==> src/rtl/digit_serial_adder.sv <==
// Digit-serial unsigned adder: consumes both operands two bits per clock through
// one 2-bit add slice, with the inter-slice carry held in a register.
module digit_serial_adder #(
  parameter int WIDTH = 8
) (
  input  logic             clk,
  input  logic             rst_n,
  input  logic             start,
  input  logic [WIDTH-1:0] x,
  input  logic [WIDTH-1:0] y,
  output logic             busy,
  output logic             done,
  output logic [WIDTH-1:0] z,
  output logic             carry
);

  localparam int SLICES = WIDTH / 2;
  localparam int CNT_W  = (SLICES > 1) ? $clog2(SLICES) : 1;
  localparam logic [CNT_W-1:0] LAST = CNT_W'(SLICES - 1);

  typedef enum logic {
    IDLE = 1'b0,
    RUN  = 1'b1
  } state_t;

  state_t           state_q, state_d;
  logic [WIDTH-1:0] xs_q, xs_d;
  logic [WIDTH-1:0] ys_q, ys_d;
  logic [WIDTH-1:0] acc_q, acc_d;
  logic [WIDTH-1:0] z_q, z_d;
  logic [CNT_W-1:0] cnt_q, cnt_d;
  logic             c_q, c_d;
  logic             carry_q, carry_d;
  logic             done_q, done_d;
  logic [2:0]       slice;
  logic [WIDTH+1:0] acc_shift;

  function automatic logic [2:0] add_slice(input logic [1:0] a,
                                           input logic [1:0] b,
                                           input logic       cin);
    return {1'b0, a} + {1'b0, b} + {2'b00, cin};
  endfunction

  always_comb begin
    slice     = add_slice(xs_q[1:0], ys_q[1:0], c_q);
    // New sum digit enters at the MSB end; after the last slice digit 0 sits at [1:0].
    acc_shift = {slice[1:0], acc_q};

    state_d = state_q;
    xs_d    = xs_q;
    ys_d    = ys_q;
    acc_d   = acc_q;
    cnt_d   = cnt_q;
    c_d     = c_q;
    z_d     = z_q;
    carry_d = carry_q;
    done_d  = 1'b0;

    case (state_q)
      IDLE: begin
        if (start) begin
          xs_d    = x;
          ys_d    = y;
          acc_d   = '0;
          cnt_d   = '0;
          c_d     = 1'b0;
          state_d = RUN;
        end
      end
      RUN: begin
        xs_d  = xs_q >> 2;
        ys_d  = ys_q >> 2;
        acc_d = acc_shift[WIDTH+1:2];
        c_d   = slice[2];
        cnt_d = cnt_q + CNT_W'(1);
        if (cnt_q == LAST) begin
          z_d     = acc_shift[WIDTH+1:2];
          carry_d = slice[2];
          done_d  = 1'b1;
          state_d = IDLE;
        end
      end
      default: state_d = IDLE;
    endcase
  end

  always_ff @(posedge clk or negedge rst_n) begin
    if (!rst_n) begin
      state_q <= IDLE;
      xs_q    <= '0;
      ys_q    <= '0;
      acc_q   <= '0;
      cnt_q   <= '0;
      c_q     <= 1'b0;
      z_q     <= '0;
      carry_q <= 1'b0;
      done_q  <= 1'b0;
    end else begin
      state_q <= state_d;
      xs_q    <= xs_d;
      ys_q    <= ys_d;
      acc_q   <= acc_d;
      cnt_q   <= cnt_d;
      c_q     <= c_d;
      z_q     <= z_d;
      carry_q <= carry_d;
      done_q  <= done_d;
    end
  end

  assign busy  = (state_q == RUN);
  assign done  = done_q;
  assign z     = z_q;
  assign carry = carry_q;

endmodule

==> config.mk <==
export PLATFORM = sky130hd
export DESIGN_NAME = digit_serial_adder
export DESIGN_NICKNAME = d
export VERILOG_FILES = /design/src/rtl/digit_serial_adder.sv
export SDC_FILE = /design/constraint.sdc
export NUM_CORES = 1
export LEC_CHECK = 0
export BUFFER_PORTS_ARGS = -buffer_cell sky130_fd_sc_hd__buf_2
export CORE_UTILIZATION = 60
export CTS_BUF_LIST = sky130_fd_sc_hd__clkbuf_8
export DETAILED_ROUTE_END_ITERATION = 7
export GPL_TIMING_DRIVEN = 0
export PLACE_DENSITY = 0.86
export SETUP_SLACK_MARGIN = 0.3
export SLEW_MARGIN = 30
export SYNTH_ARGS = -nofsm -noshare
export SYNTH_HDL_FRONTEND = slang
export SYNTH_SLANG_ARGS = --single-unit
==> constraint.sdc <==
create_clock -name clk -period 3.52 [get_ports clk]
set_input_delay 0.352 -clock clk [delete_from_list [all_inputs] [get_ports clk]]
set_output_delay 0.352 -clock clk [all_outputs]
set_load 0.005 [all_outputs]
* After elaboration in Yosys (flattened, before gate mapping)
Index checks and enable logic that the tools add are counted.
Storage, ports and cells: bits of input ports 19, output and inout bits 11, word-level logic and storage cells 31, flip-flop bits (word level) 38
Cells by class: $add $sub $neg 3, bitwise logic cells 1, mux-type cells 15, reductions and logical operators 1, eq/ne operators 2
Operators by type and width (number):
- one-hot mux 8 bit (2 select lines) | 3
- 2-to-1 mux 8 bit | 3
- 2-to-1 mux 1 bit | 5
- one-hot mux 1 bit (2 select lines) | 2
- one-hot mux 2 bit (2 select lines) | 1
- adder 2 x 2 -> 3 bit | 1
- adder 3 x 1 -> 3 bit | 1
- adder 2 x 1 -> 2 bit (second input constant) | 1
- == test 2 bit (second input constant) | 1
- 2-to-1 mux 2 bit | 1
- != test 2 bit (second input constant) | 1
- AND reduction 2 bit | 1
- NOT 1 bit | 1

* Depth between registers and ports, before layout
Gate-level depths: netlist of the first run.
depth after elaboration 3, depth in mapped cells 5, mapped depth without buffers 5

* Worst setup path before layout of the first run
No wires, ideal clock.
path kind reg2reg, start point reg xs_q[0], end point reg acc_q[7], buffers on the path 0, path slack 2046 ps, arrival time 1351 ps, clock period less this slack 1474 ps, required time 3396 ps, stages on the path, launching flop included 5, library setup time 124 ps, cells stage by stage dfrtp_1 inv_1 fa_1 fa_1 mux2i_1
On the way: longest elaborated chain between the ends 3
Ends and longest elaborated chain:
- start: declaration | RTL line 27 | logic [WIDTH-1:0] xs_q, xs_d;
- start signal: assignment | RTL line 100 | xs_q <= xs_d;
- adder 2 x 2 -> 3 bit | RTL line 41 | return {1'b0, a} + {1'b0, b} + {2'b00, cin};
- adder 3 x 1 -> 3 bit | RTL line 41
- one-hot mux 8 bit (2 select lines) | RTL line 59 | case (state_q)
- end signal: assignment | RTL line 92 | acc_q <= '0;
- end signal: assignment | RTL line 102 | acc_q <= acc_d;
- end: declaration | RTL line 29 | logic [WIDTH-1:0] acc_q, acc_d;
Every way passes these cells. A chain may end at the register's enable or synchronous reset.

* Final worst setup path of the first run
Same ends and word-level chain as after synthesis.

==> metrics, run 1 <==
status finished, final reports clean; final setup TNS 0 ns; CP top delay family adder cells; Post-Place Worst Slack 1.99 ns; Port Buffers 29; Worst Path Required 3.69 ns; Worst R2R Path Depth 4; Most common cell on crit path fa_1; Area Overhead vs Synth 17.9%; RSZ-0062 raised after global routing no; DRC 0; area leader, netlist dfrtp_1; Buf/Inv on CP 1; Die X-Extent 53.0 µm; Yosys top cell area share 57.7%; Worst Path Arrival 1.73 ns; Critical Path, Cell by Cell inv_1 > fa_1 > fa_1 > mux2i_1; Max-Cap Viols 0; post-synthesis instance area 1560 µm²; Fmax achieved 642 MHz; GP Congestion 0.747; placed insts 186; commonest non-fill, non-tap cell in the layout dfrtp_1; Root Driver clkbuf_8; crit-path max FO 2; DR WL/cell 14.4 µm; CTS Buffer Depth 2; worst IR drop on VDD 0.557 mV; io pins 30; Clk pin slew, worst setup/hold paths 0.06 ns; PostCTS Resize Cnt 0; Final Hold Viols 0; Die H 53.0 µm; Final min period 1.56 ns; First-pass DRT Iterations 4; Final Cycle Share 44.3%; Cells after Synth 127; crit path kind flop to flop; Fillers 175; Core Area 2480 µm²; vias in the first global route 1015; Hold WC Path Type primary input to asynchronous set/reset pin; commonest non-fill, non-tap cells in the layout dfrtp_1, buf_2, mux2i_1, nand2_1, o21ai_0; WP depth 4; CTS tree yes; grt ovf 0; share of cells above drive strength 1 30.1%; Reg-to-Reg End acc_q[7]; DR vias/cell 5.46; Detailed Route Iter0 Violations 15; Pwr Total 1.42 mW; clock latency at the later pin of the worst-skew pair 0.28 ns; post-synth cell types 15; Num CTS Buffers 5; number of antenna cells inserted 0; overall routing resource usage 24.0%; CP Capture Type flop; die area 2810 µm²; CP max stage cell fa_1; element type at the critical path start flop; leak pwr 0.978 nW; routed wire length 2780 µm; final std cells w/o fill 193; mean area per synthesized cell 12.3 µm²; register area share after synthesis 57.7%; max-slew violations 0; R2R Setup Slk 1.96 ns; routed via count 1054; final worst slack 1.96 ns; clk sink count 36; initial antenna violation count 0; first-pass GRT wire length 4550 µm; htree depth 2; initial core utilization 63.0%; worst-margin pin slew 0.768 ns; PwrDens 771 nW/µm²; Critical Path Max Stage Delay 0.52 ns; post-route ant nets 0; Max transition margin 48.8%; # rows 18; setup bufs post-CTS 0; Area contributors post-synth dfrtp_1, mux2i_1, mux2_2; layout net count 185; post-synth net total 149; worst r2r src xs_q[0]; endpoints failing setup 0; dpl hpwl 1890 µm; synthesized flop and latch total 36; Synth Warn # 0; hold_buf cts 0; largest net degree at the start of global routing 37; clock skew 0.00262 ns
==> how the worst max path moves through the flow <==
stage	endpoint	slack (ns)	from
finish	acc_q[7]	1.96	xs_q[0]
global placement	acc_q[7]	1.99	xs_q[0]
global route	acc_q[7]	1.89	xs_q[0]
detailed placement	acc_q[7]	1.99	xs_q[0]
CTS	acc_q[7]	1.96	xs_q[0]
floorplan	acc_q[7]	2.05	xs_q[0]
==> power breakdown <==
group | internal (mW) | total (mW) | switching [mW]
Clock | 0.174 | 0.307 | 0.133
Combinational | 0.231 | 0.454 | 0.222
Sequential | 0.567 | 0.659 | 0.0919
==> registers in the layout, indices dropped and copies added, names as in the netlist, 2 cells and up <==
signal	count
z	8
xs_q	8
ys_q	8
cnt_q	2
acc_q	6
==> routing by layer <==
| layer | global-route usage, % | part of all wire, % | vias to the layer above |
|---|---|---|---|
| li1 | - | - | 496 |
| met1 | 29.0 | 42 | 518 |
| met2 | 37.1 | 51 | 32 |
| met3 | 9.20 | 5.6 | 8 |
| met4 | 11.8 | 2.2 | 0 |
| met5 | 0 | 0 | - |
==> metrics by stage <==
stage | util [%] | hold slack, ns | cell area (µm²)
after floorplan | - | 0.0564 | 1560
after global placement | 70.4 | 0.460 | 1740
after detailed placement | 70.4 | 0.471 | 1740
after CTS | 74.3 | 0.166 | 1840
after global routing | 74.3 | 0.207 | 1840
final | 74.3 | 0.140 | 1840
==> Yosys cell counts <==
cell type	count
mux2_2	7
nand2_4	1
o21ai_0	14
fa_1	2
nand2b_1	5
inv_1	10
buf_4	2
ha_1	1
nand2_1	14
dfrtp_1	36
a22o_1	4
buf_6	3
nor2_1	5
clkbuf_1	1
mux2i_1	22
==> worst register-to-register path, stage by stage, from the launching register on <==
cell and delay (ns):
dfrtp_1 0.36, inv_1 0.06, fa_1 0.43, fa_1 0.52
mux2i_1 0.07
==> final cells by class <==
class                      instances  area [µm²]  area share, %
buffer                             6        52.6           2.86
clock buffer                       7        96.3           5.23
inverter                          10        37.5           2.04
multi-input combinational         75         571           31.0
sequential                        36         901           48.9
tap                               30        37.5           2.04
timing repair buffer              29         145           7.89
==> kinds of logic (layout without fill, tap and decap cells) <==
group / Yosys count / count (layout) / synth area share [%]
flops: 36 / 36 / 57.7
mux: 29 / 29 / 19.2
simple gates: 25 / 25 / 7.29
compound gates: 18 / 18 / 6.73
buf+inv: 16 / 52 / 5.77
fa+ha+maj: 3 / 3 / 3.37
No activity file was read; power rests on OpenSTA's default activity.
==> run 2, diff against run 1 <==
CORE_UTILIZATION = 51   (was 60)
PLACE_DENSITY = 0.77   (was 0.86)
clock period = 1.33 ns   (was 3.52 ns; I/O delays follow)
==> run 2 against run 1 <==
The run now ends with DRC, hold timing, setup timing left. First-iteration DRC count is 130% higher. Combinational power grew to 3.8 times the previous value. Setup slack worse by 2.1 ns. Die area is 17% higher. Maximum frequency is 3.5% higher. Sequential cell count stayed put. Clock power grew to 2.6 times the previous value. Worst hold slack worse by 0.22 ns. Register-to-register slack worse by 2.1 ns. Critical path depth stayed put. Sequential power grew to 2.7 times the previous value. Clock skew is 0.0022 ns higher. Critical path type unchanged. Largest cell class unchanged.
==> metrics, run 2 (synthesis gave the netlist of run 1 again) <==
number of antenna cells inserted 0; Core Area 2830 µm²; Pwr Total 4.27 mW; Port Buffers 29; design area 2030 µm²; Clk pin slew, worst setup/hold paths 0.07 ns; met3 Track Usage GR 5.44%; io pins 30; First-pass DRT Iterations 6; Fmax achieved 664 MHz; Final Hold Viols 36; max-slew violations 0; routed wire length 2980 µm; vias in the first global route 1024; Buf/Inv on CP 1; overall routing resource usage 19.2%; crit-path max FO 2; DRC 5; CP max stage cell fa_1; routed via count 1111; # rows 19; largest net degree at the start of global routing 37; WP depth 4; commonest non-fill, non-tap cell in the layout dfrtp_1; routing usage on met1 24.4%; worst IR drop on VDD 1.03 mV; GP Congestion 0.766; Max-Cap Viols 0; initial core utilization 55.2%; share of cells above drive strength 1 40.1%; RSZ-0062 raised after global routing yes; GR Util met2 31.1%; worst-margin pin slew 0.790 ns; commonest non-fill, non-tap cells in the layout dfrtp_1, buf_2, mux2i_1, nand2_1, buf_4; Final min period 1.51 ns; grt ovf 0; CP Capture Type flop; Detailed Route Iter0 Violations 34; dpl hpwl 1850 µm; layout net count 198; Num CTS Buffers 5; status finished with violations; Worst Path Required 1.50 ns; leak pwr 1.08 nW; Max transition margin 47.3%; Worst R2R Path Depth 4; Die H 57.3 µm; Critical Path Max Stage Delay 0.51 ns; Post-DP Area 1770 µm²; die area 3290 µm²; clk sink count 36; placed insts 187; failing checks DRC, hold timing, setup timing; post-route ant nets 0; PwrDens 2110 nW/µm²; worst r2r src c_q; Critical Path, Cell by Cell inv_2 > fa_2 > fa_1 > mux2i_1; CTS tree yes; Final Cycle Share 113%; endpoints failing setup 4; clock latency at the later pin of the worst-skew pair 0.29 ns; DR vias/cell 5.34; first-pass GRT wire length 4630 µm; Worst Path Arrival 1.68 ns; Crit. Startpoint c_q; CTS Buffer Depth 2; CP top delay family adder cells; htree depth 2; Area Overhead vs Synth 29.8%; WHS -0.0776 ns; Root Driver clkbuf_8; final worst slack -0.175 ns; initial antenna violation count 0; grt peak-use layer met2; clock skew 0.00477 ns; DR WL/cell 14.3 µm; crit path kind flop to flop; element type at the critical path start flop; Die X-Extent 57.3 µm; final std cells w/o fill 208; Hold WC Path Type primary input to asynchronous set/reset pin
[run 2: cell type report]
cell class / count / area [µm²]
Sequential cell: 36 / 902
Buffer: 6 / 60.1
Clock buffer: 6 / 82.6
Inverter: 10 / 37.5
Clock inverter: 2 / 7.51
Timing Repair Buffer: 41 / 256
Fill cell: 202 / 802
Multi-Input combinational cell: 76 / 642
Tap cell: 31 / 38.8
[run 2: metrics by stage]
step / utilization, % / TNS (ns) / setup slack, ns
after global routing: 71.6 / -0.795 / -0.218
after CTS: 67.5 / -0.560 / -0.166
final: 71.6 / -0.627 / -0.175
after floorplan: - / -0.368 / -0.127
after global placement: 62.7 / -0.546 / -0.168
after detailed placement: 62.7 / -0.679 / -0.191
[run 2: timing repair]
action,CTS,global route
pin swaps,1,3
buffers inserted,3,8
setup endpoints to repair,28,32
hold endpoints to repair,36,34
cloned,0,2
gates resized for setup,6,18
[run 2: worst paths after layout]
path / slack, ns / endpoint
setup / recovery: -0.18 / acc_q[7]
hold / removal: -0.08 / z[0]
setup reg to reg: -0.18 / acc_q[7]
hold reg to reg: 0.49 / ys_q[5]
max in group asynchronous: 0.86 / busy
min in group clk: 0.09 / xs_q[6]
[run 2: power breakdown]
group,internal [mW],switching [mW]
logic,0.977,0.749
registers,1.50,0.250
clock network,0.407,0.382
[run 2: routing by layer]
metal | vias to the layer above | routed length [µm]
li1 | 520 | -
met4 | 0 | 70
met5 | - | 0
met2 | 34 | 1460
met1 | 548 | 1330
met3 | 9 | 121
[run 2: worst reg2reg max path: stages, from the launching register on]
cell	delay, ns
dfrtp_1	0.37
inv_2	0.05
fa_2	0.38
fa_1	0.51
mux2i_1	0.08
